File: src/rtl/piso_bit_serializer.sv
// Parallel-in/serial-out bit serializer with a one-word holding buffer so that
// consecutive words stream out with no idle bit between them.
module piso_bit_serializer #(
    parameter int unsigned WIDTH     = 8,
    parameter bit          MSB_FIRST = 1'b1,
    parameter bit          IDLE_BIT  = 1'b0
) (
    input  logic             clk,
    input  logic             reset,
    input  logic [WIDTH-1:0] data_in,
    input  logic             data_valid,
    output logic             data_ready,
    input  logic             bit_en,
    output logic             dout,
    output logic             dout_valid,
    output logic             word_last,
    output logic             busy
);

    localparam int unsigned CntW = (WIDTH > 2) ? $clog2(WIDTH) : 1;
    localparam logic [CntW-1:0] CntMax = CntW'(WIDTH - 1);

    typedef enum logic {StIdle, StShift} state_e;

    state_e           state_q, state_d;
    logic [WIDTH-1:0] sreg_q, sreg_d;
    logic [WIDTH-1:0] hold_q, hold_d;
    logic             hold_full_q, hold_full_d;
    logic [CntW-1:0]  cnt_q, cnt_d;
    logic             accept;
    logic [WIDTH-1:0] sreg_shifted;

    assign data_ready = !hold_full_q;
    assign accept     = data_valid && data_ready;

    // Shift toward whichever end drives dout.
    assign sreg_shifted = MSB_FIRST ? {sreg_q[WIDTH-2:0], 1'b0} : {1'b0, sreg_q[WIDTH-1:1]};

    always_comb begin
        state_d     = state_q;
        sreg_d      = sreg_q;
        hold_d      = hold_q;
        hold_full_d = hold_full_q;
        cnt_d       = cnt_q;
        unique case (state_q)
            StIdle: begin
                if (accept) begin
                    sreg_d  = data_in;
                    cnt_d   = '0;
                    state_d = StShift;
                end
            end
            StShift: begin
                if (bit_en && (cnt_q == CntMax)) begin
                    cnt_d = '0;
                    if (hold_full_q) begin
                        sreg_d      = hold_q;
                        hold_full_d = 1'b0;
                    end else if (accept) begin
                        // Zero-gap bypass: nothing buffered, so the new word goes straight in.
                        sreg_d = data_in;
                    end else begin
                        state_d = StIdle;
                    end
                end else begin
                    if (bit_en) begin
                        sreg_d = sreg_shifted;
                        cnt_d  = cnt_q + CntW'(1);
                    end
                    if (accept) begin
                        hold_d      = data_in;
                        hold_full_d = 1'b1;
                    end
                end
            end
            default: state_d = StIdle;
        endcase
    end

    always_ff @(posedge clk) begin
        if (reset) begin
            state_q     <= StIdle;
            sreg_q      <= '0;
            hold_q      <= '0;
            hold_full_q <= 1'b0;
            cnt_q       <= '0;
        end else begin
            state_q     <= state_d;
            sreg_q      <= sreg_d;
            hold_q      <= hold_d;
            hold_full_q <= hold_full_d;
            cnt_q       <= cnt_d;
        end
    end

    always_comb begin
        dout = IDLE_BIT;
        if (state_q == StShift) begin
            dout = MSB_FIRST ? sreg_q[WIDTH-1] : sreg_q[0];
        end
    end

    assign dout_valid = (state_q == StShift) && bit_en;
    assign word_last  = dout_valid && (cnt_q == CntMax);
    assign busy       = (state_q == StShift) || hold_full_q;

endmodule

File: config.mk
export PLATFORM = sky130hd
export DESIGN_NAME = piso_bit_serializer
export DESIGN_NICKNAME = d
export VERILOG_FILES = /design/src/rtl/piso_bit_serializer.sv
export SDC_FILE = /design/constraint.sdc
export NUM_CORES = 1
export LEC_CHECK = 0
export ABC_AREA = 1
export CAP_MARGIN = 5
export CORE_MARGIN = 4
export CORE_UTILIZATION = 30
export CTS_CLUSTER_DIAMETER = 150
export DETAILED_ROUTE_END_ITERATION = 16
export HOLD_SLACK_MARGIN = 0.05
export PLACE_DENSITY_LB_ADDON = 0.2
export SLEW_MARGIN = 20
export SYNTH_ARGS = -nofsm -noshare
export SYNTH_HDL_FRONTEND = slang
export SYNTH_SLANG_ARGS = --single-unit
File: constraint.sdc
create_clock -name clk -period 1.5 [get_ports clk]
set_clock_uncertainty 0.2 [all_clocks]
set_input_delay 0.225 -clock clk [delete_from_list [all_inputs] [get_ports clk]]
set_output_delay 0.225 -clock clk [all_outputs]
set_load 0.02 [all_outputs]
==> results.py <==
metrics = {
    "route": {
        "drtIter0Drc": 101,
        "num_vias": 1403,
        "detail_route.drc_violations": 0,
        "detail_route.first_pass.iterations": 4,
        "detail_route.vias_per_cell": 4.84,
        "routed_wl_um": 3760,
        "routed_wire_length_per_instance_um": 13.0,
        "drtAntennaViolNets": 0,
    },
    "floorplanning": {
        "initial_utilization": 0.312,
        "design.die.area_um2": 5330,
        "number_of_primary_i_o_pins": 17,
        "fp-row-count": 23,
        "chipHeight_um": 73,
        "die_w_um": 73,
        "fp.coreArea_um2": 4060,
    },
    "worst_setup_path": {
        "cp_slowest_stage_delay_ns": 0.36,
        "worst-endpoint-arrival_ns": 1.18,
        "rr_endpoint": "hold_q[5]$_SDFFE_PP0P_",
        "worst_r2r_startpoint": "cnt_q[0]$_SDFFE_PP0P_",
        "timing.critical_path.cells": "ha_4, ha_4, inv_2, nor2_4, buf_6",
        "timing.critical_path.fanout_max": 3,
        "critical_path.most_common_cell": "ha_4",
        "cp_slowest_cell": "dfxtp_4",
        "worst-r2r-cell-count": 9,
        "start_kind": "register",
        "end_kind": "primary output",
        "path_class": "register to primary output",
        "regToRegSetupSlack_ns": -0.10,
        "required_ns": 1.07,
    },
    "timing": {
        "max_freq_ghz": 0.622,
        "worst_slack_ns": -0.109,
        "setup_viol": 21,
        "worst_slew_margin_rel": 0.747,
        "finalCritPeriodShare": 1.07,
        "timing.final.crit_period_ns": 1.61,
        "worstMarginPinSlew_ns": 0.379,
        "report.final.hold_viol_count": 0,
        "report.final.slew_viol_count": 0,
        "rsz0062_at_grt": "true",
        "timing.hold.ws_ns": 0.248,
    },
    "synthesis": {
        "synth_mux_area_frac": 0,
        "syn-mean-instance-area_um2": 6.15,
        "synthesis.nets": 220,
        "netlist_area_um2": 1270,
        "post_synth_fa_ha_maj_area_fraction": 0.0197,
        "synth_cells": 206,
        "yosysSeqAreaShare": 0.332,
        "fraction_of_the_mapped_netlist_area_in_simple_logic_gates": 0.334,
        "synth_compound_area_frac": 0.183,
        "dominant_combinational_cell_family_by_area_after_synthesis": "simple AND/OR/NAND/NOR gates",
        "synth.ff_latch_count": 21,
        "synth_xor_area_frac": 0,
        "post_synth_num_cell_types": 21,
        "synth.yosys.warnings": 0,
    },
    "placement": {
        "buffer_ports.inserted": 16,
        "hpwlAfterDp_um": 2510,
        "place_congestion": 0.831,
        "placement.setup.worst_slack_ns": -0.456,
    },
    "cts": {
        "clkSlewWorstSetupHoldPaths_ns": 0.08,
        "cts_buffer_depth": 2,
        "cts_hold_repair.buffers": 0,
        "cts_num_sinks": 21,
        "cts-buffers-inserted": 3,
        "clock_insertion_delay_worst_skew_ns": 0.26,
        "htree_levels": 1,
        "cts.root.buffer_cell": "clkbuf_8",
        "cts_tree": "built",
    },
    "pwr": {
        "cellPowerDensity_nw_per_um2": 752,
        "vdd_drop_max_v": 0.000266,
        "p_leak_nw": 0.784,
    },
    "final_layout": {
        "insertedDiodeCount": 0,
        "synthToLayoutAreaGrowth_pct": 44.2,
        "finish.net_count": 255,
        "post_route_cells_drive_above_1_share": 0.279,
    },
    "run": {
        "max_cap_viol_count": 0,
    },
    "global_route": {
        "global_route_wire_length_before_repair_um": 6120,
        "aggregate_global_routing_overflow": 0,
        "maximum_number_of_pins_on_one_net_before_global_route_repair": 20,
        "grt_pass1_vias": 1299,
        "track_usage": 0.148,
        "initial_antenna_violation_count": 0,
    },
    "hold_path": {
        "min_delay_worst_type": "register to register",
        "hold-path-cell-count": 2,
        "hold_path.startpoint": "hold_q[0]$_SDFFE_PP0P_",
        "destination_of_the_worst_hold_path": "hold_q[0]$_SDFFE_PP0P_",
    },
    "status": {
        "status": "finished, violations left",
        "violations": "negative setup slack",
    },
}
## cells in the final DEF, fill, tap and decap left out
cell type / instances
nand2_1: 48
a21oi_1: 28
nand3_1: 23
buf_4: 22
inv_1: 21
dfxtp_1: 19
nor2_1: 15
clkdlybuf4s50_1: 11
a21oi_2: 10
nor2_2: 6
inv_2: 3
o21ai_0: 3
nand3_4: 3
clkbuf_8: 3
nor2_4: 2
nand2_4: 2
o21ai_1: 2
o21ai_2: 2
ha_4: 2
buf_2: 2
buf_6: 2
nand2_2: 1
inv_4: 1
nand2_8: 1
or2_1: 1
a31oi_1: 1
clkinv_2: 1
dfxtp_4: 1
dfxtp_2: 1
dlygate4sd2_1: 1
buf_8: 1
buf_12: 1
## worst max-delay path: cells and delay by family (launching register included)
| kind | cells | cell delay (ns) |
|---|---|---|
| adders and majority gates | 2 | 0.31 |
| buffers and inverters | 2 | 0.19 |
| DFF | 1 | 0.36 |
| and+or+nand+nor | 1 | 0.04 |
## final cells by class
type | instances | area, µm²
multi-input combinational | 150 | 846
clock buffer | 3 | 41.3
tap | 50 | 62.6
timing repair buffer | 40 | 352
fill | 427 | 2230
sequential | 21 | 425
clock inverter | 1 | 5.00
inverter | 25 | 96.3
## report_power, final
part           switching [mW]  internal [mW]
Sequential             0.0237          0.593
Clock                   0.203          0.185
Combinational           0.211          0.159
## cells by family after synthesis
kind of cell | Yosys count
fa+ha+maj | 2
simple gates | 100
flops | 21
buf+inv | 37
compound gates | 46
## layer usage
metal,up-vias,track usage,part of all wire
met5,-,0,0
met4,0,0.0369,0.0067
met3,2,0.0179,0.026
met2,17,0.262,0.50
met1,650,0.187,0.46
li1,734,-,-
## what timing repair did
action | 4_1_cts | 5_1_grt
cloned | 2 | 0
buffers inserted | 2 | 0
resized for setup | 41 | 17
pin swaps | 9 | 6
setup endpoints to repair | 25 | 23
## worst max path at each step
stage	start	slack, ns	to	cells past startpoint
finish	cnt_q[0]$_SDFFE_PP0P_	-0.11	word_last	5
global route	cnt_q[0]$_SDFFE_PP0P_	-0.21	cnt_q[0]$_SDFFE_PP0P_	9
CTS	cnt_q[1]$_SDFFE_PP0P_	-0.09	cnt_q[0]$_SDFFE_PP0P_	9
detailed placement	bit_en	-0.46	word_last	4
global placement	bit_en	-0.45	word_last	4
floorplan	cnt_q[0]$_SDFFE_PP0P_	0.001	state_q$_SDFF_PP0_	8
## registers in the layout, indices dropped and copies added (netlist names)
signal       cells
hold_full_q      1
state_q          1
sreg_q           8
cnt_q            3
hold_q           8
## cell usage after synthesis
cell type / n / area (µm²)
a31oi_1: 1 / 6.26
a21oi_1: 38 / 190
inv_4: 1 / 6.26
buf_6: 2 / 22.5
inv_2: 2 / 7.51
inv_1: 22 / 82.6
ha_1: 2 / 25.0
nand2_4: 1 / 11.3
buf_1: 1 / 3.75
buf_2: 6 / 30.0
nor2_1: 23 / 86.3
o21ai_0: 5 / 25.0
nand2_2: 1 / 6.26
nand2_1: 50 / 188
or2_1: 1 / 6.26
nand3_2: 1 / 10.0
dfxtp_1: 21 / 420
o21ai_1: 2 / 10.0
nand3_1: 23 / 115
clkbuf_1: 2 / 7.51
buf_4: 1 / 7.51
## through the flow
| stage | power (mW) | instances | setup TNS (ns) | cell area [µm²] | utilization |
|---|---|---|---|---|---|
| 6_report | 1.38 | 290 | -1.39 | 1830 | 0.451 |
| 5_1_grt | 1.45 | 290 | -3.03 | 1830 | 0.451 |
| 4_1_cts | 1.36 | 290 | -0.624 | 1770 | 0.437 |
| 3_5_place_dp | 0.953 | 282 | -5.52 | 1600 | 0.395 |
| 3_3_place_gp | 0.954 | 282 | -5.77 | 1600 | 0.395 |
| 2_1_floorplan | 0.825 | 206 | 0 | 1300 | - |
No activity file was read; power rests on OpenSTA's default activity.
==> edit, RTL diff (same flow settings) <==
Change the parameter `IDLE_BIT` from 1'b0 to 1'b1.
--- a/src/rtl/piso_bit_serializer.sv
+++ b/src/rtl/piso_bit_serializer.sv
@@ -3,7 +3,7 @@
 module piso_bit_serializer #(
     parameter int unsigned WIDTH     = 8,
     parameter bit          MSB_FIRST = 1'b1,
-    parameter bit          IDLE_BIT  = 1'b0
+    parameter bit          IDLE_BIT  = 1'b1
 ) (
     input  logic             clk,
     input  logic             reset,
Behaviour: not the same (a bounded check fails within 4 cycles, from zero or initial values and one cycle with reset high).
==> edit against the original RTL <==
The run still ends with negative setup slack left. Design area up 1.4%. Count of clock-buffer cells in the layout unchanged. Wire length down 0.21%. Die area down 0.27%. Combinational power up 2%. Sequential share of layout area down 0.26 points. Worst setup slack worse by 0.012 ns. Critical path depth unchanged. Power up 1.4%. Sequential cell count unchanged. Synthesized area down 0.30%. Critical path type unchanged. Largest cell class unchanged. Largest power group unchanged.
==> edit: results (changes against the original RTL) <==
Min-Delay Startpoint: hold_q[0]$_SDFFE_PP0P_
largest net degree at the start of global routing: 19 (-5.0%)
Global Route Usage Sum: 15.68% (+0.92 points)
WL met2: 1872 um (-0.79%)
VDD IR max: 0.0002630 V (-1.0%)
Buffers on Ports: 16 (unchanged)
metal3 WL: 123 um (+24%)
Place WS: -0.5300 ns (-0.07399 ns)
Top Metal Used: met4
Crit path arrival time: 1.20 ns (+0.02 ns)
Pleak: 0.0007796 uW (-0.55%)
vias per cell: 4.790 (-0.98%)
Worst Setup Slack, final: -0.1206 ns (-0.01191 ns)
synth warn: 0 (unchanged)
Final Wtd Congestion: 0.8061 (-2.9%)
status: complete, but fails checks
total CTS buffers: 3 (unchanged)
DRT Wirelength: 3749 um (-0.21%)
Seq/Total Area, Yosys: 33.27% (+0.099 points)
Post-synth top cells: nand2_1 (50), a21oi_1 (38), nand3_1 (23), nor2_1 (23)
syn_nets: 219 (-0.45%)
Clk Latency, worst-skew pair: 0.27 ns
HPWL after DPL: 2539 um (+1.2%)
1st-pass router iterations: 4 (unchanged)
layout cell share with drive strength beyond 1: 29.88% (+2.0 points)
Fin Setup TNS: -0.8182 ns (+0.5716 ns)
Hold EP: hold_q[0]$_SDFFE_PP0P_
Final setup viols: 18 (-14%)
gr ovfl total: 0 (unchanged)
Iteration-0 DRC Markers: 86 (-15%)
violated checks: negative setup slack
global-route wire length before repair: 6437 um (+5.2%)
Worst Hold Class: flip-flop to flip-flop
Area contributors post-synth: dfxtp_1 (33%), a21oi_1 (15%), nand2_1 (15%)
R2R depth: 8 (-1)
# nets final: 256 (+0.39%)
worst-margin pin slew: 0.2908 ns (-0.08861 ns)
Reg2Reg Setup Slack: -0.08 ns (+0.02 ns)
number of global-route vias before repair: 1364 (+5.0%)
routed metal-1 wirelength: 1701 um (-2.5%)
reg2reg end: hold_q[6]$_SDFFE_PP0P_
edit: through the flow:
| stage | cells | hold WS [ns] | area [um^2] |
|---|---|---|---|
| floorplan | 205 | 0.1983 | 1292 |
| global placement | 283 | 0.2397 | 1615 |
| detailed placement | 283 | 0.2528 | 1615 |
| CTS | 290 | 0.2653 | 1800 |
| global route | 291 | 0.3074 | 1854 |
| finish | 291 | 0.2601 | 1854 |
edit: repair_timing:
item | CTS | global route
cloned | 2 | 0
endpoints found under the setup margin | 25 | 25
pin swaps | 14 | 8
setup buffers | 1 | 1
gates resized for setup | 51 | 17
hold endpoints to repair | 0 | 0
edit: cells by family after synthesis:
group | Yosys count | synth area share, %
compound gates | 46 | 18.32
buf+inv | 36 | 12.97
fa+ha+maj | 2 | 1.980
simple gates | 100 | 33.47
flops | 21 | 33.27
edit: layout make-up:
type                    instances  area (um^2)
fillers                       431         2175
multi-input cells             150        858.3
flip-flops and latches         21        426.7
repair buffers                 42        365.4
inverters                      24        95.09
well taps                      50        62.56
clock buffers                   3        41.29
clock inverters                 1        5.005
edit: worst max-delay path: stages, from the launching register on:
cell,delay [ns]
dfxtp_2,0.35
ha_4,0.16
ha_4,0.15
inv_1,0.10
nor2_4,0.05
buf_6,0.12
edit: how the worst max path moves through the flow:
stage,from,endpoint,cells after the start
after CTS,cnt_q[1]$_SDFFE_PP0P_,word_last,5
after global placement,bit_en,word_last,4
after global routing,cnt_q[1]$_SDFFE_PP0P_,hold_q[5]$_SDFFE_PP0P_,8
after detailed placement,bit_en,word_last,4
final,cnt_q[0]$_SDFFE_PP0P_,word_last,5
after floorplan,cnt_q[0]$_SDFFE_PP0P_,state_q$_SDFF_PP0_,8
edit: metal layers:
metal	up-vias	GRT usage, %
met1	634	19.80
met3	5	1.791
met4	0	5.328
met2	20	27.45
li1	735	-
met5	-	0
edit: power by group:
| group | leakage (uW) | internal [uW] | switching, uW |
|---|---|---|---|
| clock | 0.0000255 | 186 | 211 |
| sequential | 0.000173 | 593 | 24.8 |
| combinational | 0.000581 | 165 | 214 |
| total | 0.000780 | 944 | 450 |
